`src/rtl/idu_pkg.sv`:
```
// Shared state encoding, header layout and header legality check for the
// IDU dispatch stage.
package idu_pkg;

  typedef enum logic [2:0] {
    IDLE,
    WAIT,
    REQ,
    DISPATCH,
    DROP
  } state_t;

  localparam int unsigned OPC_LSB = 0;
  localparam int unsigned OPC_W   = 8;
  localparam int unsigned NB_LSB  = 8;
  localparam int unsigned NB_W    = 3;
  localparam int unsigned CH_LSB  = 12;
  localparam int unsigned CH_W    = 3;

  typedef logic [OPC_LSB+OPC_W-1:OPC_LSB] opcode_t;
  typedef logic [NB_W-1:0]                nbeats_t;
  typedef logic [CH_W-1:0]                ch_id_t;

  // A header is usable only if its beat count fits the buffer and its channel exists.
  function automatic logic hdr_legal(input nbeats_t     nbeats,
                                     input ch_id_t      ch_id,
                                     input int unsigned max_beats,
                                     input int unsigned num_ch);
    return (nbeats != '0) && (32'(nbeats) <= max_beats) && (32'(ch_id) < num_ch);
  endfunction

endpackage

```
`src/rtl/idu_inflight_cnt.sv`:
```
// Saturating up/down counter of instructions in flight on one engine channel.
module idu_inflight_cnt
  import idu_pkg::*;
#(
  parameter int unsigned CNT_W = 4
) (
  input  logic             clk,
  input  logic             rst,
  input  logic             inc,
  input  logic             dec,
  output logic [CNT_W-1:0] count,
  output logic             nonzero
);

  localparam logic [CNT_W-1:0] CNT_MAX = '1;

  logic [CNT_W-1:0] count_d;

  // Simultaneous inc and dec cancel; both ends saturate.
  always_comb begin
    count_d = count;
    if (inc && !dec) begin
      if (count != CNT_MAX) count_d = count + CNT_W'(1);
    end else if (dec && !inc) begin
      if (count != '0) count_d = count - CNT_W'(1);
    end
  end

  always_ff @(posedge clk) begin
    if (rst) begin
      count   <= '0;
      nonzero <= 1'b0;
    end else begin
      count   <= count_d;
      nonzero <= (count_d != '0);
    end
  end

endmodule

```
`src/rtl/idu_dispatch_unit.sv`:
```
// Instruction decode/dispatch: assembles a header plus payload words from the
// IFU FIFO into one wide instruction and writes it to the selected engine FIFO.
module idu_dispatch_unit
  import idu_pkg::*;
#(
  parameter  int unsigned WORD_W    = 64,
  parameter  int unsigned MAX_BEATS = 4,
  parameter  int unsigned NUM_CH    = 3,
  parameter  int unsigned CNT_W     = 4,
  localparam int unsigned INSTR_W   = WORD_W * MAX_BEATS
) (
  input  logic                    clk,
  input  logic                    rst,
  input  logic                    ifu_empty,
  output logic                    ifu_rd_rqst,
  input  logic [WORD_W-1:0]       ifu_rd_data,
  input  logic                    ifu_rd_data_vld,
  input  logic [NUM_CH-1:0]       ch_full,
  output logic [NUM_CH-1:0]       ch_wr_en,
  output logic [INSTR_W-1:0]      ch_wr_data,
  input  logic [NUM_CH-1:0]       ch_done,
  output logic [NUM_CH*CNT_W-1:0] ch_inflight,
  output logic [NUM_CH-1:0]       ch_busy,
  output logic                    err_illegal,
  output logic                    busy
);

  state_t               state_q, state_d;
  nbeats_t              beat_q, beat_d;
  nbeats_t              nbeats_q, nbeats_d;
  ch_id_t               ch_id_q, ch_id_d;
  logic [INSTR_W-1:0]   asm_q, asm_d;
  logic [INSTR_W-1:0]   asm_masked;
  logic [INSTR_W-1:0]   wr_data_d;
  logic [NUM_CH-1:0]    wr_en_d;
  logic [NUM_CH-1:0]    ch_sel;
  logic                 full_sel;
  logic                 rqst_d;
  logic                 err_d;
  nbeats_t              hdr_nb;
  ch_id_t               hdr_ch;

  assign hdr_nb = ifu_rd_data[NB_LSB +: NB_W];
  assign hdr_ch = ifu_rd_data[CH_LSB +: CH_W];

  // One-hot target channel and its full flag, from the latched header.
  always_comb begin
    ch_sel   = '0;
    full_sel = 1'b0;
    for (int unsigned i = 0; i < NUM_CH; i++) begin
      if (ch_id_q == CH_W'(i)) begin
        ch_sel[i] = 1'b1;
        full_sel  = ch_full[i];
      end
    end
  end

  // Slots beyond the instruction length may hold words of an older, longer one.
  always_comb begin
    asm_masked = '0;
    for (int unsigned i = 0; i < MAX_BEATS; i++) begin
      if (32'(nbeats_q) > i) asm_masked[i*WORD_W +: WORD_W] = asm_q[i*WORD_W +: WORD_W];
    end
  end

  always_comb begin
    state_d   = state_q;
    beat_d    = beat_q;
    nbeats_d  = nbeats_q;
    ch_id_d   = ch_id_q;
    asm_d     = asm_q;
    wr_data_d = ch_wr_data;
    wr_en_d   = '0;
    rqst_d    = 1'b0;
    err_d     = 1'b0;

    case (state_q)
      IDLE: begin
        if (!ifu_empty) begin
          rqst_d  = 1'b1;
          beat_d  = '0;
          state_d = WAIT;
        end
      end

      WAIT: begin
        if (ifu_rd_data_vld) begin
          for (int unsigned i = 0; i < MAX_BEATS; i++) begin
            if (beat_q == NB_W'(i)) asm_d[i*WORD_W +: WORD_W] = ifu_rd_data;
          end
          if (beat_q == '0) begin
            nbeats_d = hdr_nb;
            ch_id_d  = hdr_ch;
            if (!hdr_legal(hdr_nb, hdr_ch, MAX_BEATS, NUM_CH)) begin
              state_d = DROP;
            end else if (hdr_nb == NB_W'(1)) begin
              state_d = DISPATCH;
            end else begin
              beat_d  = beat_q + NB_W'(1);
              state_d = REQ;
            end
          end else if (beat_q == nbeats_q - NB_W'(1)) begin
            state_d = DISPATCH;
          end else begin
            beat_d  = beat_q + NB_W'(1);
            state_d = REQ;
          end
        end
      end

      REQ: begin
        if (!ifu_empty) begin
          rqst_d  = 1'b1;
          state_d = WAIT;
        end
      end

      DISPATCH: begin
        if (!full_sel) begin
          wr_en_d   = ch_sel;
          wr_data_d = asm_masked;
          state_d   = IDLE;
        end
      end

      DROP: begin
        err_d   = 1'b1;
        state_d = IDLE;
      end

      default: state_d = IDLE;
    endcase
  end

  always_ff @(posedge clk) begin
    if (rst) begin
      state_q     <= IDLE;
      beat_q      <= '0;
      nbeats_q    <= '0;
      ch_id_q     <= '0;
      asm_q       <= '0;
      ifu_rd_rqst <= 1'b0;
      ch_wr_en    <= '0;
      ch_wr_data  <= '0;
      err_illegal <= 1'b0;
      busy        <= 1'b0;
    end else begin
      state_q     <= state_d;
      beat_q      <= beat_d;
      nbeats_q    <= nbeats_d;
      ch_id_q     <= ch_id_d;
      asm_q       <= asm_d;
      ifu_rd_rqst <= rqst_d;
      ch_wr_en    <= wr_en_d;
      ch_wr_data  <= wr_data_d;
      err_illegal <= err_d;
      busy        <= (state_d != IDLE);
    end
  end

  for (genvar g = 0; g < NUM_CH; g++) begin : g_cnt
    idu_inflight_cnt #(
      .CNT_W(CNT_W)
    ) u_cnt (
      .clk    (clk),
      .rst    (rst),
      .inc    (ch_wr_en[g]),
      .dec    (ch_done[g]),
      .count  (ch_inflight[g*CNT_W +: CNT_W]),
      .nonzero(ch_busy[g])
    );
  end

endmodule

```
`config.mk`:
```
export PLATFORM = sky130hd
export DESIGN_NAME = idu_dispatch_unit
export DESIGN_NICKNAME = d
export VERILOG_FILES = /design/src/rtl/idu_pkg.sv /design/src/rtl/idu_inflight_cnt.sv /design/src/rtl/idu_dispatch_unit.sv
export SDC_FILE = /design/constraint.sdc
export NUM_CORES = 1
export LEC_CHECK = 0
export CORE_UTILIZATION = 40
export DETAILED_ROUTE_END_ITERATION = 16
export HOLD_SLACK_MARGIN = 0.1
export PLACE_DENSITY = 0.68
export REMOVE_ABC_BUFFERS = 1
export SLEW_MARGIN = 0
export SYNTH_ARGS = -nofsm -noshare
export SYNTH_HDL_FRONTEND = slang
export SYNTH_HIERARCHICAL = 1
export SYNTH_SLANG_ARGS = --single-unit
```
`constraint.sdc`:
```
create_clock -name clk -period 2.5 [get_ports clk]
set_input_delay 0.75 -clock clk [delete_from_list [all_inputs] [get_ports clk]]
set_output_delay 0.75 -clock clk [all_outputs]
set_load 0.05 [all_outputs]
```
* Word level (Yosys, flattened, before mapping)
Cells that the tools add are included.
** Storage, ports and cells
- Input port bits :: 74
- Logic and storage cells :: 129
- Flip-flop bits (word level) :: 545
** Cells by class
- Bitwise gates (word level) :: 3
- Multiplexer cells :: 39
- Reductions and logical operators :: 35
- $add $sub $neg :: 8
- Equality and inequality tests :: 19
- Order comparisons :: 6
** Operators with widths (number)
- 2-to-1 mux 64 bit :: 4
- 2-to-1 mux 4 bit :: 12
- 2-to-1 mux 3 bit :: 11
- nonzero test 4 bit :: 6
- equality test 3 x 2 -> 1 bit (second input constant) :: 5
- adder 4 x 1 -> 4 bit (second input constant) :: 3
- equality test 3 x 1 -> 1 bit (second input constant) :: 4
- != test 4 bit (second input constant) :: 3
- AND reduction 3 bit :: 4
- subtractor 4 x 1 -> 4 bit (second input constant) :: 3
- 2-to-1 mux 1 bit :: 10
- zero test 3 bit :: 3
- != test 3 bit (second input constant) :: 3
- case mux 3 bit (3 select lines) :: 1
- logical AND 1 bit :: 8
- > comparator 3 x 1 -> 1 bit (second input constant) :: 2
- > comparator 3 x 2 -> 1 bit (second input constant) :: 2
- zero test 1 bit :: 6
- case mux 3 bit (2 select lines) :: 1
- AND reduction 6 bit :: 1
- nonzero test 3 bit :: 2
- != test 2 bit (second input constant) :: 2
- OR reduction 2 bit :: 2
- adder 3 x 1 -> 3 bit (second input constant) :: 1
- 9 further kinds :: 11

* Depth between registers and ports, before layout
- Depth after elaboration :: 8
- Depth in mapped cells :: 8

* Modules after synthesis
Netlist, hierarchy kept.
** By module, submodules not included
- idu_dispatch_unit :: cells an instance 1778, area each 17331.6 um2, times used 1
- idu_inflight_cnt :: cells an instance 44, area each 401.6 um2, times used 3

* Least setup slack after synthesis
No wires, ideal clock.
- Kind :: register -> register
- Start point :: register g_cnt[0].u_cnt.count[0]
- End point :: register g_cnt[0].u_cnt.nonzero
- Setup slack :: 0.304 ns
- Data required time :: 2.366 ns
- Cell stages (with the launch flop) :: 7
- Buffers on the path :: 0
- Arrival time :: 2.062 ns
- Setup time :: 0.134 ns
- Cells stage by stage :: dfxtp_1 ha_1 nand3_1 a22oi_2 xnor2_1 nor2b_4 or4_1
** On the way
- Cells in the longest elaborated chain, start to end :: 5
** Ends and longest elaborated chain
- start, declared :: RTL line idu_inflight_cnt.sv:11 : output logic [CNT_W-1:0] count,
- start signal, assigned :: RTL line idu_inflight_cnt.sv:34 : count <= count_d;
- subtractor 4 x 1 -> 4 bit / nonzero test 4 bit (equally long branches) :: RTL line idu_inflight_cnt.sv:25 : if (count != '0) count_d = count - CNT_W'(1);
- 2-to-1 mux 4 bit :: RTL line idu_inflight_cnt.sv:25
- 2-to-1 mux 4 bit :: RTL line idu_inflight_cnt.sv:24 : end else if (dec && !inc) begin
- 2-to-1 mux 4 bit * :: RTL line idu_inflight_cnt.sv:22 : if (inc && !dec) begin
- nonzero test 4 bit * :: RTL line idu_inflight_cnt.sv:35 : nonzero <= (count_d != '0);
- end signal, assigned :: RTL line idu_inflight_cnt.sv:35
- end, declared :: RTL line idu_inflight_cnt.sv:12 : output logic nonzero
Mark *: on every way between the ends. The rest lies on a longest branch, timed or not.
A chain may end at the register's enable or synchronous reset.

* Worst setup path after layout
- Start point :: register g_cnt[1].u_cnt.nonzero
- End point :: output port ch_busy[1]
** RTL lines
- start, declared :: RTL line idu_inflight_cnt.sv:12
- start signal, assigned :: RTL line idu_inflight_cnt.sv:35
- end, declared :: RTL line idu_dispatch_unit.sv:23 : output logic [NUM_CH-1:0] ch_busy,
No word-level cell between the ends.

==> results.md <==
STA:
- The final hold slack is about 450 ps.
- The final critical-path share of the clock period is 0.987.
- The worst slew margin relative to its limit is 0.431.
- Setup violations remaining at the end of the flow were counted as 0.
- The number of pins with negative max-slew slack in the final report came to 0.
- The shortest period the worst path allows is 2470 ps.
- The largest clock skew in the final design is between 10 and 15 ps.
- The number of endpoints with negative hold slack in the final report is 0.
- At the pin with the least slew margin, the transition time is 854 ps.
- The maximum clock frequency is 405 MHz.
- Setup total negative slack on the finished layout was measured at 0 ps.
- Setup repair after global routing left no endpoint under its margin.

Power and ir drop:
- The power per cell area is around 740 nW/um^2.
- The worst supply voltage drop on vdd is about 0.54 mV.
- Summed over all cells, the static leakage comes to around 10 nW.
- Total power for the finished layout comes to 18.1 mW.

Finish:
- The multi-input combinational cells in the finished layout cover a total of 6970 sq um.
- The finished layout holds 2883 standard cells, fillers aside.
- The utilization after layout is 0.537.
- The final layout net count is about 2300.
- The number of fill cells is 4100.
- The sequential cell area in the final layout is 10800 sq um.
- In the final layout, the share of cells above drive strength 1 is 0.0863.
- The area growth from synthesis to layout is 32.0%.

Clocking:
- TritonCTS built the clock tree.
- The H-tree was split into 2 levels.
- The later pin in the worst-skew pair is clocked with a latency of 600 ps.
- The clock passes through at most 3 buffers.
- The tree is rooted in a sky130_fd_sc_hd__clkbuf_16.
- The CTS sink count is between 500 and 600.
- Clock-pin slew was measured on the worst setup and hold paths at approximately 60 ps.
- The number of clock buffers added by TritonCTS is 53.
- Buffers inserted to repair hold after CTS numbered 0.
- Buffers added to address setup during post-CTS repair amount to 0.
- Once the clock tree was built, the resizer swapped 260 gates to a different size.

Setup path:
- The count of buffer and inverter cells on the critical path is 1.
- On the critical path the largest part of the delay comes from buffers and inverters.
- The worst setup path startpoint is g_cnt[1].u_cnt/nonzero.
- The required time of the critical path is 1750 ps.
- The critical-path maximum fanout is 1.
- The highest-delay cell along the critical path is sky130_fd_sc_hd__clkdlybuf4s50_1.
- The largest single stage delay on the critical path is roughly 800 ps.
- The worst endpoint data arrival time is 1720 ps.
- The nature of the critical path endpoint is an output pin.
- The reg2reg setup slack is 380 ps.
- The worst setup path is launched from a register.
- The worst register-to-register path begins at g_cnt[1].u_cnt/count[0].
- The critical path is of the register to output pin type.
- Walking the worst path, the cells encountered are clkdlybuf4s50_1.

Die:
- The starting density of the core is 0.407.
- The die is 217 microns wide.
- The number of placement rows is 78.
- The die is 217 microns tall.
- During I/O placement, the number of pins put on the boundary was 351.
- The floorplan step defined a core boundary enclosing about 46000 sq um.
- The die covers between 40000 and 50000 sq um.

Logic synthesis:
- The total of warnings raised by yosys is 6.
- The number of different library cells in the post-synthesis netlist is 51.
- The synthesized area per cell is about 9.7 sq um.
- The synthesized design contains 539 register bits.
- sky130_fd_sc_hd__dfxtp_1 is the most common cell in the netlist.
- After technology mapping, the gate count stands at between 1500 and 2000.
- The summed instance area of the synthesized netlist is 18500 sq um.
- By area the synthesized netlist is led by sky130_fd_sc_hd__dfxtp_1, sky130_fd_sc_hd__a22o_1, sky130_fd_sc_hd__nand2_1.
- Yosys mapped a number of flops with a built-in enable equal to 0.
- The proportion of synthesized flip-flops having asynchronous set or reset is 0.
- Counting instances in the post-synthesis netlist gives the leading cell types as sky130_fd_sc_hd__dfxtp_1, sky130_fd_sc_hd__nand2_1, sky130_fd_sc_hd__a21oi_1, sky130_fd_sc_hd__a22o_1, sky130_fd_sc_hd__clkbuf_1.
- The sequential cell area fraction in the yosys report is 0.582.
- The cell type with the largest total area after synthesis is sky130_fd_sc_hd__dfxtp_1.
- The share of the synthesized area in the top cell type is 0.582.
- Among all flip-flop cells after synthesis, the most frequent one is sky130_fd_sc_hd__dfxtp_1.

Global route:
- The largest net degree at the start of global routing is 160.
- The all-layer global routing usage is 0.229.
- The wire length of the first global-routing pass is 85.6 mm.
- The number of global-route vias before repair is around 15000.
- The initial antenna violation count is 1.
- The overflow left after global routing is 0.

Routing:
- After detailed routing, the number of remaining DRC violations is 0.
- The number of vias per cell is ~5.3.
- The total detailed-routing wirelength is 55.1 mm.
- The first TritonRoute pass finished after 5 iterations.
- In this run the remaining antenna-violating nets after routing total 0.
- After detailed routing, the average wire length per cell comes to ~19 microns.
- The first-iteration detailed-routing DRC count is 1011.
- Across all layers, the routed design uses 15200 vias.

Outcome:
- The run finished with clean final reports.

Placement:
- The number of port buffers is 350.
- Counting tap cells, the placed design contains a total of roughly 2800 instances.
- The routability-driven placement congestion ratio is 0.839.
- After legalization and detailed placement, the total HPWL measured approximately 35 mm.

Hold path:
- The path class of the tightest hold or removal check is register to register.
- The start point of the worst hold path is asm_q[44].

Flow run:
- The max-capacitance violation count is 0.
## worst paths after layout
| path | end | depth (start not counted) |
|---|---|---|
| worst min-delay path | asm_q[44] | 2 |
| worst max register to register | g_cnt[1].u_cnt/nonzero | 7 |
| worst max-delay path | ch_busy[1] | 1 |
| worst min register to register | asm_q[44] | 2 |
## cells in the final DEF, fill, tap and decap left out, types with 8 or more instances in the layout
cell type / instances
sky130_fd_sc_hd__clkbuf_16: 53
sky130_fd_sc_hd__a22o_1: 255
sky130_fd_sc_hd__clkbuf_1: 9
sky130_fd_sc_hd__clkdlybuf4s50_1: 76
sky130_fd_sc_hd__nor2_1: 12
sky130_fd_sc_hd__dlygate4sd2_1: 257
sky130_fd_sc_hd__nand2_1: 527
sky130_fd_sc_hd__clkbuf_8: 17
sky130_fd_sc_hd__buf_12: 32
sky130_fd_sc_hd__nand3_1: 11
sky130_fd_sc_hd__inv_1: 18
sky130_fd_sc_hd__a31oi_1: 9
sky130_fd_sc_hd__clkinv_2: 8
sky130_fd_sc_hd__dlymetal6s2s_1: 11
sky130_fd_sc_hd__buf_4: 39
sky130_fd_sc_hd__xnor2_1: 9
sky130_fd_sc_hd__a21oi_1: 263
sky130_fd_sc_hd__dfxtp_1: 539
sky130_fd_sc_hd__ha_1: 16
## worst reg2reg max path, cell delays in order, from the launching register on
cell                      delay (ps)
sky130_fd_sc_hd__dfxtp_1         400
sky130_fd_sc_hd__inv_1           100
sky130_fd_sc_hd__ha_1            200
sky130_fd_sc_hd__or3b_1          400
sky130_fd_sc_hd__a22oi_2         190
sky130_fd_sc_hd__xnor2_1          90
sky130_fd_sc_hd__nor2b_4         140
sky130_fd_sc_hd__or4_1           480
## cells by family (layout without fill, tap and decap cells)
kind of cell               Yosys count  after routing  synth area share
muxes                               10             10           0.00567
DFF                                539            539             0.582
adders and majority gates           16             16            0.0108
buffers and inverters              160            532            0.0454
xor gates and xnor gates            10             10           0.00473
AOI/OAI and AO/OA                  562            562             0.211
other                                0              1                 0
and+or+nand+nor                    613            613             0.140
## layer usage
metal / GRT usage / vias up / share of wire
met5: 0 / - / 0
li1: - / 7263 / -
met4: 0.0749 / 0 / 0.019
met2: 0.384 / 509 / 0.48
met1: 0.289 / 7369 / 0.42
met3: 0.0546 / 76 / 0.075
## area by class of cell
type	count	share of cell area
antenna	1	0.000102
clock buffer	78	0.0646
clock inverter	17	0.00731
inverter	18	0.00276
multi-input combinational	1211	0.285
sequential	539	0.441
tap	600	0.0307
timing repair buffer	419	0.168
## state kept, by name (all words and copies together), names as in the netlist
signal,flops
asm_q,252
ifu_rd_rqst,1
nbeats_q,2
g_cnt.u_cnt/nonzero,3
busy,1
err_illegal,1
state_q,3
beat_q,3
ch_wr_en,3
ch_wr_data,256
ch_id_q,2
g_cnt.u_cnt/count,12
## power by group
part,switching (mW),internal [mW]
clock,3.33,4.67
sequential,0.128,8.70
combinational,0.775,0.531
## through the flow
step | worst slack (ps) | instance area (sq um)
6_report | 32.2 | 24500
5_1_grt | 2.63 | 24500
4_1_cts | 1.35 | 24400
3_5_place_dp | -159 | 23000
3_3_place_gp | -152 | 23000
2_1_floorplan | -3680 | 17800
No activity file was read; power rests on OpenSTA's default activity.
